--- config.mk ---
export PLATFORM = sky130hd
export DESIGN_NAME = vga_timing_gen
export DESIGN_NICKNAME = d
export VERILOG_FILES = /design/src/rtl/vga_timing_gen_pkg.sv /design/src/rtl/vga_timing_gen_axis.sv /design/src/rtl/vga_timing_gen.sv
export SDC_FILE = /design/constraint.sdc
export NUM_CORES = 1
export LEC_CHECK = 0
export ABC_AREA = 1
export BUFFER_PORTS_ARGS = -buffer_cell sky130_fd_sc_hd__buf_2
export CAP_MARGIN = 20
export CORE_ASPECT_RATIO = 1.5
export CORE_MARGIN = 3
export CORE_UTILIZATION = 50
export DETAILED_ROUTE_END_ITERATION = 10
export GPL_ROUTABILITY_DRIVEN = 0
export PLACE_DENSITY_LB_ADDON = 0.2
export SLEW_MARGIN = 5
export SYNTH_ARGS = -nofsm -noshare
export SYNTH_HDL_FRONTEND = slang
export SYNTH_SLANG_ARGS = --single-unit
--- constraint.sdc ---
create_clock -name clk -period 1.7 [get_ports clk]
set_input_delay 0.255 -clock clk [delete_from_list [all_inputs] [get_ports clk]]
set_output_delay 0.255 -clock clk [all_outputs]
set_load 0.03 [all_outputs]
--- src/rtl/vga_timing_gen_pkg.sv ---
// vga_timing_gen_pkg: geometry presets and sync polarity encoding shared by the raster timing blocks
package vga_timing_gen_pkg;
  localparam bit POL_NEG = 1'b0;
  localparam bit POL_POS = 1'b1;
  typedef struct packed {
    int active;
    int fp;
    int sync;
    int bp;
    bit pol;
  } axis_geom_t;
  localparam axis_geom_t VGA640_H = '{active: 640, fp: 16, sync: 96, bp: 48, pol: POL_NEG};
  localparam axis_geom_t VGA640_V = '{active: 480, fp: 10, sync: 2, bp: 33, pol: POL_NEG};
  localparam axis_geom_t SVGA800_H = '{active: 800, fp: 56, sync: 120, bp: 64, pol: POL_POS};
  localparam axis_geom_t SVGA800_V = '{active: 600, fp: 37, sync: 6, bp: 23, pol: POL_POS};
  function automatic int axis_total(int a, int f, int s, int b);
    return a + f + s + b;
  endfunction
endpackage

--- src/rtl/vga_timing_gen_axis.sv ---
// vga_axis_counter: one raster axis -- wrapping position counter with active and sync decode
module vga_axis_counter import vga_timing_gen_pkg::*; #(
  parameter int ACTIVE = 640,
  parameter int FP = 16,
  parameter int SYNC = 96,
  parameter int BP = 48,
  parameter int W = 10,
  parameter bit POL = POL_NEG
) (
  input  logic         clk,
  input  logic         nRst,
  input  logic         step,
  input  logic         clear,
  output logic [W-1:0] count,
  output logic         at_end,
  output logic         active,
  output logic         sync
);
  localparam logic [W-1:0] LAST = W'(axis_total(ACTIVE, FP, SYNC, BP) - 1);
  localparam logic [W-1:0] S_LO = W'(ACTIVE + FP);
  localparam logic [W-1:0] S_HI = W'(ACTIVE + FP + SYNC - 1);
  localparam logic [W-1:0] A_END = W'(ACTIVE);
  always_ff @(posedge clk or negedge nRst)
    if (!nRst) count <= '0;
    else if (clear) count <= '0;
    else if (step) count <= at_end ? '0 : count + 1'b1;
  always_comb begin
    at_end = count == LAST;
    active = count < A_END;
    sync = (count >= S_LO && count <= S_HI) ? POL : ~POL;
  end
endmodule

--- src/rtl/vga_timing_gen.sv ---
// vga_timing_gen: parametrised raster timing with run gating, prefetch strobe and pipeline-matched sync outputs
module vga_timing_gen import vga_timing_gen_pkg::*; #(
  parameter int H_ACTIVE = VGA640_H.active,
  parameter int H_FP = VGA640_H.fp,
  parameter int H_SYNC = VGA640_H.sync,
  parameter int H_BP = VGA640_H.bp,
  parameter int V_ACTIVE = VGA640_V.active,
  parameter int V_FP = VGA640_V.fp,
  parameter int V_SYNC = VGA640_V.sync,
  parameter int V_BP = VGA640_V.bp,
  parameter bit H_SYNC_POL = VGA640_H.pol,
  parameter bit V_SYNC_POL = VGA640_V.pol,
  parameter int HW = 10,
  parameter int VW = 10,
  parameter int PREFETCH = 8,
  parameter int SYNC_DELAY = 2
) (
  input  logic          clk,
  input  logic          nRst,
  input  logic          ce,
  input  logic          enable,
  output logic [HW-1:0] hpos,
  output logic [VW-1:0] vpos,
  output logic          hactive,
  output logic          vactive,
  output logic          active,
  output logic          hsync,
  output logic          vsync,
  output logic          hsync_d,
  output logic          vsync_d,
  output logic          active_d,
  output logic          line_pulse,
  output logic          frame_pulse,
  output logic          vblank_pulse,
  output logic          prefetch_pulse,
  output logic [VW-1:0] next_vpos
);
  localparam int H_TOTAL = axis_total(H_ACTIVE, H_FP, H_SYNC, H_BP);
  localparam logic [HW-1:0] H_PF = HW'(H_TOTAL - PREFETCH);
  localparam logic [VW-1:0] V_LAST_VIS = VW'(V_ACTIVE - 1);
  logic run, step, h_end, v_end, h_act, v_act, h_sync, v_sync;
  always_ff @(posedge clk or negedge nRst)
    if (!nRst) run <= 1'b0;
    else run <= enable;
  // counters only advance once run is up, so the first running cycle sits at 0,0
  assign step = ce & run;
  vga_axis_counter #(
    .ACTIVE(H_ACTIVE), .FP(H_FP), .SYNC(H_SYNC), .BP(H_BP), .W(HW), .POL(H_SYNC_POL)
  ) u_h (
    .clk(clk), .nRst(nRst), .step(step), .clear(!enable),
    .count(hpos), .at_end(h_end), .active(h_act), .sync(h_sync)
  );
  vga_axis_counter #(
    .ACTIVE(V_ACTIVE), .FP(V_FP), .SYNC(V_SYNC), .BP(V_BP), .W(VW), .POL(V_SYNC_POL)
  ) u_v (
    .clk(clk), .nRst(nRst), .step(step & h_end), .clear(!enable),
    .count(vpos), .at_end(v_end), .active(v_act), .sync(v_sync)
  );
  always_comb begin
    hactive = run & h_act;
    vactive = run & v_act;
    active = hactive & vactive;
    hsync = run ? h_sync : ~H_SYNC_POL;
    vsync = run ? v_sync : ~V_SYNC_POL;
    line_pulse = step & h_end;
    frame_pulse = line_pulse & v_end;
    vblank_pulse = line_pulse & (vpos == V_LAST_VIS);
    next_vpos = v_end ? '0 : vpos + 1'b1;
    prefetch_pulse = step & (hpos == H_PF) & (v_end | (vpos < V_LAST_VIS));
  end
  generate
    if (SYNC_DELAY == 0) begin : g_nodly
      assign hsync_d = hsync;
      assign vsync_d = vsync;
      assign active_d = active;
    end else begin : g_dly
      logic [SYNC_DELAY-1:0] hp, vp, ap;
      always_ff @(posedge clk or negedge nRst)
        if (!nRst) begin
          hp <= {SYNC_DELAY{~H_SYNC_POL}};
          vp <= {SYNC_DELAY{~V_SYNC_POL}};
          ap <= '0;
        end else if (!enable) begin
          hp <= {SYNC_DELAY{~H_SYNC_POL}};
          vp <= {SYNC_DELAY{~V_SYNC_POL}};
          ap <= '0;
        end else if (ce) begin
          hp <= SYNC_DELAY'({hp, hsync});
          vp <= SYNC_DELAY'({vp, vsync});
          ap <= SYNC_DELAY'({ap, active});
        end
      assign hsync_d = hp[SYNC_DELAY-1];
      assign vsync_d = vp[SYNC_DELAY-1];
      assign active_d = ap[SYNC_DELAY-1];
    end
  endgenerate
endmodule

## Word-level counts from Yosys, hierarchy flattened

Index checks and enable logic that the tools add are counted.

- Output and inout port bits: 42
- Bits of input ports: 4
- Bits in registers: 27
- Logic and storage cells: 50

- Reduce and logical (&&, ||, !) cells: 2
- Equality and inequality tests: 7
- Bitwise logic cells: 10
- Add/sub/neg operators: 2
- Muxes and demuxes: 16
- Order comparisons: 7

Operators by type and width:

| operator | number |
|---|---|
| two-way mux 10 bit | 6 |
| == test 10 bit, second input constant | 3 |
| adder 10 x 1 -> 10 bit, second input constant | 2 |
| < comparator 10 x 9 -> 1 bit, second input constant | 2 |
| two-way mux 2 bit | 6 |
| == test 10 x 9 -> 1 bit, second input constant | 1 |
| >= comparator 10 bit, second input constant | 1 |
| >= comparator 10 x 9 -> 1 bit, second input constant | 1 |
| <= comparator 10 bit, second input constant | 1 |
| <= comparator 10 x 9 -> 1 bit, second input constant | 1 |
| < comparator 10 bit, second input constant | 1 |
| bitwise AND 1 bit | 9 |
| two-way mux 1 bit | 4 |
| != test 2 x 1 -> 1 bit, second input constant | 2 |
| logical AND 1 bit | 2 |
| != test 2 bit, second input constant | 1 |
| bitwise OR 1 bit | 1 |

## Depth between registers and ports, before layout

- Depth in word-level cells: 6
- Gate-level depth with buffers: 9
- Depth with buffers taken out: 9

## Modules after synthesis

From an unflattened synthesis, not the netlist that was laid out.

- Cells, all modules: 321
- Area total of the unflattened synthesis: 2078.2 um^2

Modules (own cells, without submodules):

| module | times used | cells an instance | seq. area each (um^2) | area each (um^2) |
|---|---|---|---|---|
| vga_axis_counter (u_v) | 1 | 106 | 250.2 | 748.2 |
| vga_axis_counter (u_h) | 1 | 108 | 250.2 | 715.7 |
| vga_timing_gen | 1 | 107 | 180.2 | 614.3 |

## Least setup slack after synthesis

OpenSTA, ideal clock, no wires.

- Path kind: flip-flop to output port
- Start: register u_h.count[0]
- End: output frame_pulse
- Stages on the path, launching flop included: 8
- Data required time: 1.445 ns
- Path slack: -0.569 ns
- Path buffers: 0
- Data arrival time: 2.014 ns
- Cell sequence: dfrtp_1 > ha_1 > nand2_1 > nor2_4 > nand3_2 > nor2_2 > inv_1 > nor2_1

- Cells in the longest elaborated chain, start to end: 3

Ends and longest elaborated chain:

| item | line | source |
|---|---|---|
| from (decl) | vga_timing_gen_axis.sv:14 | `output logic [W-1:0] count,` |
| from (signal assigned) | vga_timing_gen_axis.sv:26 | `else if (step) count <= at_end ? '0 : count + 1'b1;` |
| == test 10 bit | vga_timing_gen_axis.sv:28 | `at_end = count == LAST;` |
| bitwise AND 1 bit | vga_timing_gen.sv:65 | `line_pulse = step & h_end;` |
| net line_pulse | vga_timing_gen.sv:32 | `output logic line_pulse,` |
| bitwise AND 1 bit | vga_timing_gen.sv:66 | `frame_pulse = line_pulse & v_end;` |
| to (decl) | vga_timing_gen.sv:33 | `output logic frame_pulse,` |

The timed path passes the listed nets, and every way through them passes these cells.

## Final worst setup path

- Start: register u_h.count[1]
- End: output prefetch_pulse

- Cells in the longest elaborated chain, start to end: 3

Ends and longest elaborated chain:

| item | line | source |
|---|---|---|
| == test 10 bit | vga_timing_gen.sv:69 | `prefetch_pulse = step & (hpos == H_PF) & (v_end \| (vpos < V_LAST_VIS));` |
| bitwise AND 1 bit (2 in a row) | vga_timing_gen.sv:69 |  |
| to (decl) | vga_timing_gen.sv:35 | `output logic prefetch_pulse,` |

No other way between the ends.

==> summary.txt <==
Cell Pwr Density -> 435 mW/mm2
TritonCTS buffer count -> 3
Slew @ Worst Pin -> 0.627 ns
Overall Global Routing Usage -> 26.4%
Mapped Area -> 0.00169 mm2
DR WL/cell -> 13.9 um
chip width -> 53.5 um
nets@finish -> 348
Port Buffer Count -> 45
CTS tree -> built
Critical Path RT -> 1.44 ns
Slew Viols, Final -> 0
Num Clock Sinks -> 27
Seq/Total Area, Yosys -> 40.3%
vias in the first global route -> 1,968
Internal Pwr Total -> 858 uW
Remaining Overflow, GRT -> 0
outcome -> finished, violations left
max cap viols -> 0
Slew Limit Headroom -> 58.2%
clock slew seen by the registers of the worst setup and hold paths -> 0.09 ns
Antenna diodes -> 0
crit path DAT -> 1.62 ns
leakage power figure -> 1.37 nW
area leader, netlist -> dfrtp_1
clk root buf -> clkbuf_8
combinational group share of total power -> 10.3%
Design Power -> 1.14 mW
Crit Path Class -> reg -> out
# DRC -> 0
cell with the most instances after synthesis -> nand2_1
Most used DFF post-synth -> dfrtp_1
largest fanout on the critical path -> 5
Clk pwr share -> 31.2%
Net Sw Frac -> 24.6%
FF-to-FF setup slack -> -0.14 ns
Post-synth EDFFs -> 0
P_sw -> 280 uW
violated checks -> negative hold slack, negative setup slack
Tcrit/Tclk final -> 110%
synth warn -> 0
via/cell ratio -> 5.25
Max IR drop VDD -> 405 uV
RSZ-0062 raised after global routing -> true
min-delay worst type -> in -> async
Post-Syn Nets -> 256
DRT Pass-1 Iters -> 4
global-route wire length before repair -> 8.32 mm
placed wire-length estimate -> 3.72 mm
initial antenna violation count -> 0
CTS H-tree depth -> 1
post-route ant nets -> 0
Ports -> 46
Syn Inst Count -> 247
area delta synth->final -> 55.0%
sequential power share -> 58.5%
final setup margin -> -0.175 ns
die height -> 77.2 um
layout cell share with drive strength beyond 1 -> 42.3%
largest net degree at the start of global routing -> 28
final hold slack -> -0.00491 ns
post-synthesis cell type count -> 22
Initial Util -> 52.9%
post-place setup slack -> -0.0184 ns
final wirelength -> 5.26 mm
final core utilization -> 82.0%
post-synth top area share -> 34.1%
Max Root-Sink Buffers -> 2
synth top area cells -> dfrtp_1, nand2_1, inv_1
Clock Latency Late Sink -> 0.27 ns
clk_skew -> 0.00358 ns
Final Hold Viols -> 5
synthesized flop and latch total -> 27
Core ar. -> 0.00319 mm2
DIE AREA -> 0.00413 mm2
crit path time final -> 1.87 ns
post-synthesis async set-or-reset flop share -> 100%
startpoint types -> register
routed via count -> 1,984
final setup violation count -> 31
Critical Path End Type -> output pin
most frequent cells after synthesis -> nand2_1, inv_1, nor2_1
Initial DRC Count -> 117
Post-Syn Area per Cell -> 6.84 um2
Max Clk Rate -> 0.533 GHz
FP Rows -> 25
-- area by class of cell --
class | count | area [um2]
Inverter | 36 | 139
Sequential cell | 27 | 688
Clock buffer | 4 | 45.0
Multi-Input combinational cell | 181 | 1030
Timing Repair Buffer | 90 | 667
Fill cell | 230 | 573
Tap cell | 40 | 50.0
-- final timing paths --
kind | from | to | depth (start not counted)
setup / recovery | u_h.count[1] | prefetch_pulse | 7
hold / removal | nRst | u_v.count[2] | 1
setup reg to reg | u_h.count[1] | g_dly.hp[0] | 13
hold reg to reg | g_dly.hp[1] | g_dly.hp[1] | 2
max in group asynchronous | nRst | u_h.count[0] | 1
min in group clk | enable | run | 1
-- power groups by stage --
stage	logic, mW	registers, mW	clock network (mW)
floorplan	0.0494	0.691	0
finish	0.117	0.665	0.356
CTS	0.112	0.666	0.376
global route	0.128	0.667	0.392
detailed placement	0.111	0.678	0
global placement	0.110	0.677	0
-- flip-flops by register name, indices dropped and copies added, names as in the netlist --
signal	flops
u_h.count	10
u_v.count	10
g_dly.ap	2
g_dly.hp	2
g_dly.vp	2
run	1
-- metrics by stage --
stage / instance area [um2] / TNS [ns] / hold slack, ns / std cells
global route: 2620 / -5.11 / 0.0267 / 378
global placement: 2200 / 0 / 0.299 / 354
finish: 2620 / -2.17 / -0.00491 / 378
floorplan: 1760 / -0.270 / -0.0406 / 247
detailed placement: 2200 / -0.0234 / 0.307 / 354
CTS: 2500 / -1.10 / 0.00802 / 373
-- placed cells by master, fill, tap and decap left out --
| master | instances |
|---|---|
| inv_2 | 5 |
| clkinvlp_4 | 1 |
| nand3_4 | 1 |
| nor2_4 | 10 |
| a31oi_1 | 1 |
| a21oi_1 | 3 |
| clkbuf_1 | 1 |
| ha_1 | 3 |
| buf_4 | 44 |
| ha_4 | 2 |
| xor2_1 | 7 |
| nand2_2 | 3 |
| nand2_1 | 77 |
| dfstp_2 | 4 |
| dfrtp_1 | 17 |
| nand2_4 | 1 |
| nor2_1 | 19 |
| nand4_1 | 5 |
| clkbuf_8 | 3 |
| o21ai_0 | 14 |
| buf_6 | 17 |
| nor3_1 | 2 |
| a21oi_4 | 1 |
| o22ai_1 | 1 |
| dfrtp_2 | 6 |
| nor3_2 | 1 |
| nor2_2 | 11 |
| nand3_2 | 3 |
| buf_2 | 29 |
| nor3_4 | 1 |
| inv_1 | 30 |
| and3_1 | 1 |
| nand3b_1 | 1 |
| nand3_1 | 13 |
-- metal layers --
layer  part of all wire [%]  global-route usage, %  up-vias
met3                    4.4                   2.72       31
met2                     55                   50.6       88
met4                    5.5                   11.3        0
met1                     35                   26.5      916
li1                       -                      -      949
met5                      0                      0        -
-- critical path: stages (launching register included) --
cell     delay, ns
dfrtp_2       0.45
inv_1         0.08
ha_1          0.14
nand2_1       0.06
nor2_2        0.12
nand4_1       0.18
a21oi_4       0.18
buf_6         0.15
-- repair_timing --
action,in CTS,in global routing
pin swaps,13,9
gates resized for setup,42,25
setup buffers,16,5
endpoints found under the setup margin,17,32
hold buffers,0,0
-- kinds of logic after synthesis --
logic type | after synthesis | synth area share (%)
xor+xnor | 7 | 3.63
simple gates | 149 | 37.1
buf+inv | 39 | 9.18
fa+ha+maj | 5 | 3.70
flops | 27 | 40.3
compound gates | 20 | 6.07
Note: power is estimated with default switching activity, not from simulation.
